**src/rtl/mips_pkg.sv**
```systemverilog
// Shared writeback-stage encodings: load extension opcodes, writeback
// source selects and the hardwired zero register index.
package mips_pkg;

    localparam logic [2:0] DMRDOP_LW  = 3'd0;
    localparam logic [2:0] DMRDOP_LB  = 3'd1;
    localparam logic [2:0] DMRDOP_LBU = 3'd2;
    localparam logic [2:0] DMRDOP_LH  = 3'd3;
    localparam logic [2:0] DMRDOP_LHU = 3'd4;

    localparam logic [1:0] M2SEL_ALU = 2'd0;
    localparam logic [1:0] M2SEL_MEM = 2'd1;
    localparam logic [1:0] M2SEL_PC8 = 2'd2;

    localparam logic [4:0] REG_ZERO = 5'd0;

endpackage

```
**src/rtl/wb_load_ext.sv**
```systemverilog
// Load data extender: picks the addressed byte/half out of the raw
// little-endian memory word and sign- or zero-extends it by load opcode.
// Misaligned halfwords simply ignore address bit 0.
module wb_load_ext
    import mips_pkg::*;
(
    input  logic [31:0] dm_rd_w,
    input  logic [1:0]  addr_lo,
    input  logic [2:0]  dmrdopw,
    output logic [31:0] ext_data
);

    logic [7:0]  lane_byte;
    logic [15:0] lane_half;

    // Lane select followed by extension; unknown opcodes pass the word through.
    always_comb begin
        case (addr_lo)
            2'd0:    lane_byte = dm_rd_w[7:0];
            2'd1:    lane_byte = dm_rd_w[15:8];
            2'd2:    lane_byte = dm_rd_w[23:16];
            default: lane_byte = dm_rd_w[31:24];
        endcase
        lane_half = addr_lo[1] ? dm_rd_w[31:16] : dm_rd_w[15:0];
        case (dmrdopw)
            DMRDOP_LW:  ext_data = dm_rd_w;
            DMRDOP_LB:  ext_data = {{24{lane_byte[7]}}, lane_byte};
            DMRDOP_LBU: ext_data = {24'h0, lane_byte};
            DMRDOP_LH:  ext_data = {{16{lane_half[15]}}, lane_half};
            DMRDOP_LHU: ext_data = {16'h0, lane_half};
            default:    ext_data = dm_rd_w;
        endcase
    end

endmodule

```
**src/rtl/wb_regfile.sv**
```systemverilog
// Writeback stage + general register file. Picks the writeback value,
// commits it to a 32x32 array (r0 reads zero), and serves two
// combinational decode read ports.
// Build option WB_BYPASS_EN: same-cycle write-to-read bypass (write-first).
// Without it, reads see only stored contents and the hazard unit must
// forward from wb_data.
module wb_regfile
    import mips_pkg::*;
#(
    parameter int NREG = 32,
    parameter int DW   = 32
) (
    input  logic          clk,
    input  logic          reset,
    input  logic [DW-1:0] alu_result_w,
    input  logic [DW-1:0] dm_rd_w,
    input  logic [DW-1:0] pc8w,
    input  logic [4:0]    dstw,
    input  logic          rfwrw,
    input  logic [1:0]    m2selw,
    input  logic [2:0]    dmrdopw,
    input  logic [4:0]    rs_addr,
    input  logic [4:0]    rt_addr,
    output logic [DW-1:0] rs_data,
    output logic [DW-1:0] rt_data,
    output logic [DW-1:0] wb_data,
    output logic          wb_we
);

`ifdef WB_BYPASS_EN
    localparam bit BYPASS = 1'b1;
`else
    localparam bit BYPASS = 1'b0;
`endif

    logic [DW-1:0] regs [NREG];
    logic [DW-1:0] ld_ext;

    wb_load_ext u_load_ext (
        .dm_rd_w  (dm_rd_w),
        .addr_lo  (alu_result_w[1:0]),
        .dmrdopw  (dmrdopw),
        .ext_data (ld_ext)
    );

    // Writeback source mux; reserved select falls back to the ALU result.
    always_comb begin
        case (m2selw)
            M2SEL_MEM: wb_data = ld_ext;
            M2SEL_PC8: wb_data = pc8w;
            default:   wb_data = alu_result_w;
        endcase
        wb_we = rfwrw && (dstw != REG_ZERO);
    end

    // Register array: async clear, write gated so r0 is never touched.
    always_ff @(posedge clk or negedge reset) begin
        if (!reset) begin
            for (int i = 0; i < NREG; i++) regs[i] <= '0;
        end else if (wb_we) begin
            regs[dstw] <= wb_data;
        end
    end

    // Read ports: zero in reset or for r0, optional write-first bypass.
    always_comb begin
        rs_data = '0;
        rt_data = '0;
        if (reset) begin
            if (rs_addr != REG_ZERO)
                rs_data = (BYPASS && wb_we && rs_addr == dstw) ? wb_data : regs[rs_addr];
            if (rt_addr != REG_ZERO)
                rt_data = (BYPASS && wb_we && rt_addr == dstw) ? wb_data : regs[rt_addr];
        end
    end

endmodule

```
**config.mk**
```make
export PLATFORM = sky130hd
export DESIGN_NAME = wb_regfile
export DESIGN_NICKNAME = d
export VERILOG_FILES = /design/src/rtl/mips_pkg.sv /design/src/rtl/wb_load_ext.sv /design/src/rtl/wb_regfile.sv
export SDC_FILE = /design/constraint.sdc
export NUM_CORES = 2
export LEC_CHECK = 0
export CORE_AREA = 2 2 474 476
export DETAILED_ROUTE_END_ITERATION = 12
export DIE_AREA = 0 0 476 478
export PLACE_DENSITY_LB_ADDON = 0.08
export SETUP_SLACK_MARGIN = 0.05
export SLEW_MARGIN = 10
export SYNTH_ARGS = -nofsm -noshare
export SYNTH_HDL_FRONTEND = slang
export SYNTH_SLANG_ARGS = --single-unit
export TNS_END_PERCENT = 50
```
**constraint.sdc**
```tcl
create_clock -name clk -period 2.97 [get_ports clk]
set_input_delay 0.4455 -clock clk [delete_from_list [all_inputs] [get_ports clk]]
set_output_delay 0.4455 -clock clk [all_outputs]
set_load 0.02 [all_outputs]
```
==> flow_metrics.tcl <==
set metrics [dict create \
    status "complete, but fails checks" \
    slew_viol_final 0 \
    stdcell_count 8513 \
    port_buffers 215 \
    pin_count 216 \
    fillCellCount 22643 \
    slew-limit-headroom_pct 28.3 \
    critical_path_required_ps 2520 \
    tritoncts "yes" \
    synth_seq_cells 1024 \
    worstReg2RegStart "regs[538]$_DFFE_PN0P_" \
    floorplan.rows 174 \
    top_layer "met5" \
    timing.critical_path.to_type "output port" \
    async_reset_ff_share_pct 100 \
    clock-root-buffer "clkbuf_16" \
    reg_top3 "regs (1024)" \
    floorplan.core_area_um2 223000 \
    worst_setup_hold_path_clk_slew_ps 60 \
    syn-num-nets 5057 \
    setup_ws_ps -134 \
    timing.final.crit_period_ps 3100 \
    post_route_cells_drive_above_1_share_pct 33.6 \
    drt-total-wl_um 280000 \
    post-route-drc-count 0 \
    vias 45744 \
    timing.hold.worst.class "in -> async" \
    worst-endpoint-arrival_ps 2660 \
    rsz0062_at_grt "true" \
    cts_sinks 1024 \
    floorplan.initialDensity_pct 24.8 \
    dp_hpwl_um 188000 \
    setup-violations-final 20 \
    gp_congestion 0.829 \
    detailedRoute.firstPassIterationCount 5 \
    failing_checks "negative hold slack, negative setup slack" \
    layout.nets 5546 \
    largest_register "regs" \
    max-vdd-ir-drop_mv 0.528 \
    die_h_um 478 \
    synth.avg_cell_area_um2 11.2 \
    setup_skew_after_layout_ps 0 \
    grt_max_degree 138 \
    hold_viol_final 2 \
    m1WireLength_um 120000 \
    cp-start-kind "input pin" \
    largest_register_ff_count 1024 \
    register_area_um2 25600 \
    synthesis.area_um2 55300 \
    maximum_frequency_from_static_timing_analysis_mhz 322 \
    max-clock-path-buffers 3 \
    grt_overflow 0 \
    final.hold.worst_slack_ps -13.4 \
    viasPerCell 5.37 \
    layout_worst_path_cycle_share_pct 105 \
    clock_latency_ps 770 \
    ys.warnings.count 0 \
    met3RoutedLength_um 11000 \
    seq_area_frac_synth_pct 46.4 \
    antenna_found_initial 6 \
    setup.worst_path.class "in -> out" \
    clock_tree.htree_level_count 4 \
    final_core_utilization_pct 32.8 \
    grt_pass1_vias 46535 \
    p_per_area_nw_per_um2 659 \
    met2RoutedLength_um 138000 \
    grt_first_pass_wirelength_um 389000 \
    maxCapViolCount 0 \
    dpl.cell_count 8193 \
    drt_first_iter_violations 3936 \
    wl_per_cell_um 32.8 \
    die_w_um 476 \
    die_area_um2 228000 \
    netlist-cell-type-count 56 \
    path_max_fanout 7 \
    synth_cells 4936 \
    final_antenna_net_count 0 \
    synth_enable_flop_cells 0 \
    power.static_leakage_uw 0.0291 \
    layout_stage_area_growth_over_the_synthesis_result_pct 32.3 \
    slew_worst_pin_ps 1080 \
    globalRouteTotalUtil_pct 24.3 \
    multi_input_comb_area_um2 28700 \
    cts-buffers-inserted 130 \
    cp-startpoint "rs_addr[3]" \
    ys_dominant_reg_cell "dfrtp_1" \
]
==> report_power, final <==
part           total (uW)  internal, uW  switching, uW
sequential          19500         17100           2380
combinational       12500          6350           6180
clock               16200          9380           6790
total               48200         32800          15400
==> kinds of logic (layout without fill, tap and decap cells) <==
kind of cell / Yosys count / count (layout) / synth area share, %
simple gates: 1329 / 1329 / 9.92
buf+inv: 635 / 1216 / 4.63
compound gates: 1377 / 1377 / 17.6
other cells: 0 / 4 / 0
flops: 1024 / 1024 / 46.4
xor+xnor: 1 / 1 / 0.0159
fa+ha+maj: 2 / 2 / 0.0453
mux: 568 / 568 / 21.4
==> cell usage in the layout, fill, tap and decap left out, types with 8 or more instances in the layout <==
| cell | n |
|---|---|
| nand2_4 | 9 |
| o21a_1 | 18 |
| mux2i_1 | 41 |
| clkbuf_8 | 27 |
| a31oi_1 | 496 |
| nand2_1 | 593 |
| nand2_2 | 32 |
| o221ai_4 | 9 |
| o21ai_0 | 36 |
| o31ai_1 | 465 |
| mux4_2 | 488 |
| dlygate4sd2_1 | 22 |
| a21oi_4 | 13 |
| clkbuf_16 | 137 |
| clkbuf_1 | 39 |
| nor2_1 | 511 |
| and3_1 | 16 |
| nor2_4 | 45 |
| buf_12 | 196 |
| mux2_2 | 39 |
| clkinv_2 | 10 |
| a22oi_2 | 90 |
| buf_2 | 16 |
| dfrtp_1 | 1024 |
| clkdlybuf4s50_1 | 86 |
| o211ai_4 | 9 |
| buf_16 | 14 |
| buf_4 | 549 |
| buf_6 | 75 |
| nand4b_1 | 33 |
| o211ai_1 | 31 |
| nand4_1 | 35 |
| buf_8 | 12 |
| a211oi_1 | 8 |
| a22oi_1 | 136 |
| o21bai_1 | 24 |
==> metal layers <==
metal / up-vias / track usage (%)
met4: 4 / 8.30
met3: 370 / 3.07
met2: 1289 / 41.1
met5: - / 0
met1: 24199 / 31.8
li1: 19882 / -
==> area by class of cell <==
cell class              count  area share (%)
inverters                   5          0.0274
repair buffers            987            14.7
clock inverters            23           0.411
multi-input cells        3277            39.3
well taps                2992            5.12
flip-flops and latches   1024            35.0
diodes                      4          0.0137
clock buffers             201            5.33
==> Yosys cell counts, types with 2 or more instances <==
master,n,area share (%)
a211oi_4,3,0.11
nand2b_1,6,0.068
and3_1,16,0.18
nand4b_1,33,0.52
o21ai_0,40,0.36
mux2i_1,41,0.74
nor2b_1,3,0.034
nand4bb_1,3,0.061
o211ai_1,31,0.42
or2_2,2,0.023
mux2_2,39,0.79
buf_2,127,1.2
a21oi_1,21,0.19
nand2_1,635,4.3
a31oi_1,496,5.6
buf_4,4,0.054
dfrtp_1,1024,46
nor3b_1,4,0.054
inv_1,4,0.027
and4b_1,6,0.11
o221ai_1,9,0.14
clkbuf_1,474,3.2
a41oi_1,7,0.11
o21bai_1,24,0.33
nor3_1,2,0.018
nor2_1,562,3.8
or3_1,8,0.091
a2bb2oi_1,2,0.032
and4_1,2,0.032
a22oi_1,226,3.1
o21ai_1,3,0.027
o31ai_1,465,6.3
a211oi_2,4,0.091
a211oi_1,8,0.11
buf_1,25,0.17
o211ai_2,16,0.36
o21a_1,18,0.24
nor4bb_1,3,0.054
nand4_1,35,0.40
mux4_2,488,20
ha_1,2,0.045
==> timing repair <==
item,4_1_cts,5_1_grt
setup buffers,39,55
gates resized for setup,386,109
pin swaps,71,83
endpoints found under the hold margin,56,0
gates cloned,1,2
setup endpoints to repair,96,72
hold buffers,2,0
==> worst max-delay path: stages <==
cell and delay, ps:
clkdlybuf4s50_1 420, buf_6 150, and4b_4 470, buf_12 200, buf_4 210, nand2_1 90
o211ai_1 190, nand4b_1 290, buf_6 170
==> stage by stage <==
step / setup slack, ps / total power, uW / instance area, um^2 / hold slack, ps / TNS (ps)
floorplan: 115 / 26400 / 55300 / 150 / 0
global placement: -1070 / 31500 / 67100 / 360 / -295690
detailed placement: -1030 / 31700 / 67100 / 363 / -279460
CTS: -216 / 48300 / 72200 / 38.1 / -3450
global route: -260 / 50500 / 73100 / 69.7 / -3350
finish: -134 / 48200 / 73100 / -13.4 / -1270
==> path summary, 6_finish.rpt <==
path	slack, ps	depth (start not counted)	to
worst max register to register	2060	4	regs[538]$_DFFE_PN0P_
min in group clk	370	0	regs[993]$_DFFE_PN0P_
max in group asynchronous	1280	4	regs[513]$_DFFE_PN0P_
worst max-delay path	-130	9	rs_data[14]
worst min-delay path	-10	3	regs[410]$_DFFE_PN0P_
worst min register to register	370	0	regs[993]$_DFFE_PN0P_
Note: power is estimated with default switching activity, not from simulation.
